==> config.mk <==
export PLATFORM = sky130hd
export DESIGN_NAME = cntr3_down
export DESIGN_NICKNAME = d
export VERILOG_FILES = /design/src/rtl/cntr3_down.sv
export SDC_FILE = /design/constraint.sdc
export NUM_CORES = 1
export LEC_CHECK = 0
export ABC_AREA = 1
export CORE_AREA = 2 2 39 41
export CTS_BUF_LIST = sky130_fd_sc_hd__clkbuf_4 sky130_fd_sc_hd__clkbuf_8
export DETAILED_ROUTE_END_ITERATION = 16
export DIE_AREA = 0 0 41 43
export HOLD_SLACK_MARGIN = 0.12
export SLEW_MARGIN = 15
export SYNTH_ARGS = -nofsm -noshare
export SYNTH_HDL_FRONTEND = slang
export SYNTH_SLANG_ARGS = --single-unit
==> constraint.sdc <==
create_clock -name clk -period 1.2 [get_ports clk]
set_input_delay 0.12 -clock clk [delete_from_list [all_inputs] [get_ports clk]]
set_output_delay 0.12 -clock clk [all_outputs]
set_load 0.02 [all_outputs]
==> src/rtl/cntr3_down.sv <==
// Modulo-MOD down counter with synchronous load, registered zero flag and borrow pulse on wrap.
// Define CNTR3_DOWN_STOP_EN for stop mode: counting halts at 0 and borrow stays low.

module cntr3_down_next #(
    parameter int WIDTH = 2,
    parameter int MOD   = 3
) (
    input  logic [WIDTH-1:0] cnt_q,
    input  logic             load,
    input  logic [WIDTH-1:0] load_val,
    input  logic             dec,
    output logic [WIDTH-1:0] cnt_d,
    output logic             zero_d,
    output logic             borrow_d
);
    localparam logic [WIDTH-1:0] CNT_MAX = WIDTH'(MOD - 1);

    always_comb begin
        cnt_d    = cnt_q;
        borrow_d = 1'b0;
        if (load) begin
            cnt_d = (load_val > CNT_MAX) ? CNT_MAX : load_val;
        end else if (cnt_q > CNT_MAX) begin
            // out-of-range count recovers to the top of the range on any non-load cycle
            cnt_d = CNT_MAX;
        end else if (dec) begin
            if (cnt_q == '0) begin
`ifdef CNTR3_DOWN_STOP_EN
                cnt_d = '0;
`else
                cnt_d    = CNT_MAX;
                borrow_d = 1'b1;
`endif
            end else begin
                cnt_d = cnt_q - WIDTH'(1);
            end
        end
        zero_d = (cnt_d == '0);
    end
endmodule

module cntr3_down_reg #(
    parameter int WIDTH = 2
) (
    input  logic             clk,
    input  logic             reset,
    input  logic [WIDTH-1:0] cnt_d,
    input  logic             zero_d,
    input  logic             borrow_d,
    output logic [WIDTH-1:0] cnt_q,
    output logic             zero_q,
    output logic             borrow_q
);
    always_ff @(posedge clk) begin
        if (reset) begin
            cnt_q    <= '0;
            zero_q   <= 1'b1;
            borrow_q <= 1'b0;
        end else begin
            cnt_q    <= cnt_d;
            zero_q   <= zero_d;
            borrow_q <= borrow_d;
        end
    end
endmodule

module cntr3_down_out #(
    parameter int WIDTH = 2
) (
    input  logic [WIDTH-1:0] cnt_q,
    input  logic             zero_q,
    input  logic             borrow_q,
    output logic [WIDTH-1:0] cnt,
    output logic             zero,
    output logic             borrow
);
    always_comb begin
        cnt    = cnt_q;
        zero   = zero_q;
        borrow = borrow_q;
    end
endmodule

module cntr3_down #(
    parameter int WIDTH = 2,
    parameter int MOD   = 3
) (
    input  logic             clk,
    input  logic             reset,
    input  logic             load,
    input  logic [WIDTH-1:0] load_val,
    input  logic             dec,
    output logic [WIDTH-1:0] cnt,
    output logic             zero,
    output logic             borrow
);
    logic [WIDTH-1:0] cnt_d;
    logic [WIDTH-1:0] cnt_q;
    logic             zero_d;
    logic             zero_q;
    logic             borrow_d;
    logic             borrow_q;

    cntr3_down_next #(.WIDTH(WIDTH), .MOD(MOD)) u_next (
        .cnt_q    (cnt_q),
        .load     (load),
        .load_val (load_val),
        .dec      (dec),
        .cnt_d    (cnt_d),
        .zero_d   (zero_d),
        .borrow_d (borrow_d)
    );

    cntr3_down_reg #(.WIDTH(WIDTH)) u_reg (
        .clk      (clk),
        .reset    (reset),
        .cnt_d    (cnt_d),
        .zero_d   (zero_d),
        .borrow_d (borrow_d),
        .cnt_q    (cnt_q),
        .zero_q   (zero_q),
        .borrow_q (borrow_q)
    );

    cntr3_down_out #(.WIDTH(WIDTH)) u_out (
        .cnt_q    (cnt_q),
        .zero_q   (zero_q),
        .borrow_q (borrow_q),
        .cnt      (cnt),
        .zero     (zero),
        .borrow   (borrow)
    );
endmodule

Yosys cells after proc, flatten, opt, wreduce, memory -nomap -nowiden --
Index checks and enable logic that the tools add are counted.
Word-level totals: register bits 4, latch bits 0, bits in writable memories 0, bits in read-only memories 0, input bits 6, output and inout port bits 4, logic and storage cells 16, memories kept 0
Cells by class: add/subtract/negate cells 1, $mul 0, div/mod/pow operators 0, magnitude comparators 2, equality and inequality tests 0, shifts and indexed selects 0, multiplexer cells 6, bitwise gates (word level) 1, reduce and logical (&&, ||, !) cells 3
Operators by type and width (number):
- $mux W2 | 5
- $gt A2 B2 Y1 const B | 2
- $logic_not A2 Y1 | 2
- $reduce_or A4 Y1 | 1
- $sub A2 B1 Y2 const B | 1
- $mux W1 | 1
- $not A1 Y1 | 1

Logic depth before layout (Yosys ltp) --
word-level depth 6, mapped depth 9, depth with buffers taken out 9

Hierarchy --
A second synthesis with hierarchy kept.
Unflattened totals: cell total of the unflattened synthesis 40, area total of the unflattened synthesis 269.0 um2
Modules (own cells, without submodules):
- cntr3_down_next | instances 1, cells an instance 23, area each 125.1 um2, seq. area each 0.0 um2
- cntr3_down_reg | instances 1, cells an instance 13, area each 113.9 um2, seq. area each 80.1 um2
- cntr3_down_out | instances 1, cells an instance 4, area each 30.0 um2, seq. area each 0.0 um2

Worst setup path before layout --
Ideal clock, no wire load.
path type flip-flop to flip-flop, start point reg u_reg.cnt_q[0], end point reg u_reg.zero_q, setup time 0.109 ns, data arrival time 1.109 ns, data required time 1.091 ns, slack -0.018 ns, cell stages (with the launch flop) 9, path buffers 0, period minus slack after synthesis 1.218 ns, cell sequence dfxtp_1 > inv_2 > ha_1 > inv_1 > nand2_1 > nand3_1 > nand3_1 > nand2_1 > inv_1
On the way: word-level cells in the longest chain between the ends 6, elaborated cells on any way between the ends 8, those cells by class add/sub (1); order compare (1); mux (4); reduce/logical (2)
Ends and longest elaborated chain:
- start, declared | RTL line 50 | output logic [WIDTH-1:0] cnt_q,
- start signal, assigned | RTL line 60 | cnt_q <= cnt_d;
- $sub A2 B1 Y2 / $logic_not A2 Y1 (equally long branches) | RTL line 35, 27
- $mux W2 | RTL line 27 | if (cnt_q == '0) begin
- $mux W2 | RTL line 26 | end else if (dec) begin
- $mux W2 * | RTL line 23 | end else if (cnt_q > CNT_MAX) begin
- $mux W2 * | RTL line 21 | if (load) begin
- $logic_not A2 Y1 * | RTL line 38 | zero_d = (cnt_d == '0);
- end signal, assigned | RTL line 61 | zero_q <= zero_d;
- end, declared | RTL line 51 | output logic zero_q,
Mark *: on every way between the ends. The rest lies on a longest branch, timed or not. A chain may end at the register's enable or synchronous reset.

Worst setup path after layout --
Same ends and word-level chain as after synthesis.

==> metrics.txt <==
I/O pins=10; Setup TNS Final=0 ns; count of different cell masters after synthesis=9; Wirelength per Cell=6.35 um; clock transition at the register clock pins on the worst setup and hold paths after CTS=~0.04 ns; HPWL after detailed placement=334 um; combined area of all synthesized cells=221 um2; detailed router's first-iteration violation count=2; final hold slack=between 0.5 and 0.6 ns; global-route track usage on met3=0.0314; Hold WC Path Type=in -> reg; wire length of the first global-routing pass=634 um; data required time at the worst endpoint=1.33 ns; Total Routed Length=381 um; Setup-failing EPs final=0; antenna violations before repair=0; Clock Skew=0.000321 ns; Core Area=1380 um2; gp weighted congestion=0.682; Synth top area share=0.362; Synth Net Count=41; time the worst path needs with I/O delays and setup=~1.1 ns; global-route usage over all layers=0.0532; overall die area=1760 um2; number of buffers created by CTS=3; clock tree from TritonCTS=done; max-capacitance violation count=0; die boundary height=43 um; Slew headroom=0.863; starting utilization of the core area=0.160; Final period util=0.916; number of synthesis warnings=0; RSZ-0062 raised after global routing=no; residual DRC count=0; actual slew at the worst max-slew pin=between 0.2 and 0.25 ns; Overflow after GRT=0; Clock Root Buffer=sky130_fd_sc_hd__clkbuf_4; largest area contributor in the synthesized netlist=sky130_fd_sc_hd__dfxtp_1; Post-Synthesis Cells=32; leakage component of the power=0.198 nW; routed via count divided by cell count=approximately 3.6; Port Buffers=9; crit path capture type=register; grt met1 use=0.0705; Most Used Layer, Global Route=met1; number of antenna cells inserted=0; Power per Cell Area=1100 nW/um2; clk sink count=4; portion of the post-synthesis area used by sequential elements=0.362; final hold violation count=0; CTS H-tree lvls=1; global-route met2 utilization=0.0688; max-slew violation total from the final report=0; Util after Layout=0.259; width of the chip=41 um; mean instance size in the synthesized netlist=6.92 um2; arrival time of the worst setup path=1.22 ns; FMAX=910 MHz; crit path max fanout=3; maximum number of pins on one net before global-route repair=6; count of nets after finishing=55; maximum VDD drop=0.522 mV; area grow syn2layout=62.1%; CTS Hold Bufs=0; Worst Path Class, Setup=reg -> reg; total of flip-flops plus latches after synthesis=4; most area-consuming cells after synthesis=sky130_fd_sc_hd__dfxtp_1, sky130_fd_sc_hd__ha_1, sky130_fd_sc_hd__nand2_1; Longest Clk Path Bufs=2; insertion delay of the later-clocked pin in the worst-skew pair=0.23 ns; share of layout cells above drive strength 1=0.227; run status=complete, no violations; routed vias=216; startpoint kind of the worst setup timing path=register; vias in the first global route=180; first-pass iteration count of the detailed router=2; number of routed nets with antenna violations=0; placement row count=14
## cells in the final DEF, fill, tap and decap left out, drive strengths merged
master	count
clkdlybuf4s50	5
nor3	1
dlygate4sd2	4
clkinv	1
nand3	5
ha	3
nor2	1
nand2	8
inv	9
dfxtp	4
clkbuf	3
## metrics by stage
step | instance area, um2 | setup WS (ns) | std cells | power [mW]
after floorplan | 224 | 0.0703 | 32 | 0.200
after global placement | 334 | 0.0616 | 57 | 0.245
after detailed placement | 334 | 0.0563 | 57 | 0.245
after CTS | 352 | 0.0748 | 60 | 0.404
after global routing | 359 | 0.0153 | 60 | 0.427
final | 359 | 0.101 | 60 | 0.397
## registers in the layout, summed over array words and instances (netlist names)
signal          count
u_reg.cnt_q         2
u_reg.borrow_q      1
u_reg.zero_q        1
## critical path, cell delays in order (launching register included)
cell and delay (ns):
sky130_fd_sc_hd__dfxtp_2 0.33, sky130_fd_sc_hd__inv_2 0.05, sky130_fd_sc_hd__ha_1 0.27, sky130_fd_sc_hd__inv_1 0.05, sky130_fd_sc_hd__nand2_1 0.04, sky130_fd_sc_hd__nand3_1 0.08
sky130_fd_sc_hd__nand3_2 0.07, sky130_fd_sc_hd__nand2_1 0.07, sky130_fd_sc_hd__inv_1 0.03
## cell usage after synthesis
| library cell | number |
|---|---|
| sky130_fd_sc_hd__clkinv_1 | 1 |
| sky130_fd_sc_hd__ha_1 | 3 |
| sky130_fd_sc_hd__nor3_1 | 1 |
| sky130_fd_sc_hd__dfxtp_1 | 4 |
| sky130_fd_sc_hd__nand2_1 | 8 |
| sky130_fd_sc_hd__nand3_1 | 5 |
| sky130_fd_sc_hd__nor2_2 | 1 |
| sky130_fd_sc_hd__inv_2 | 3 |
| sky130_fd_sc_hd__inv_1 | 6 |
## path summary, 6_finish.rpt
check	end	from	slack (ns)	depth (start not counted)
setup / recovery	u_reg.zero_q	u_reg.cnt_q[0]	0.10	8
hold / removal	u_reg.cnt_q[0]	reset	0.53	4
hold reg to reg	u_reg.borrow_q	u_reg.cnt_q[0]	0.62	2
setup reg to reg	u_reg.zero_q	u_reg.cnt_q[0]	0.10	8
## cell type report
| type | count | area, um2 |
|---|---|---|
| well taps | 16 | 20.0 |
| inverters | 10 | 37.5 |
| clock buffers | 3 | 22.5 |
| fillers | 159 | 1020 |
| flip-flops and latches | 4 | 85.1 |
| repair buffers | 9 | 85.1 |
| multi-input cells | 18 | 109 |
## report_power, final
group	internal, mW	switching, mW	leakage [nW]
registers	0.144	0.00603	0.0341
clock network	0.112	0.0498	0.0138
logic	0.0399	0.0448	0.150
## timing repair
item / CTS / global route
hold endpoints to repair: 0 / 0
endpoints found under the setup margin: 4 / 1
buffers inserted: 0 / 0
gates resized for setup: 4 / 2
## cell families after synthesis
logic type,count (synthesis),share of synthesized area
fa+ha+maj,3,0.170
simple gates,15,0.299
flops,4,0.362
buf+inv,10,0.169
## per-layer routing
layer	routed length (um)	vias to the layer above
li1	-	118
met1	193	91
met2	155	7
met3	32	0
met4	0	0
met5	0	-
Note: power is estimated with default switching activity, not from simulation.
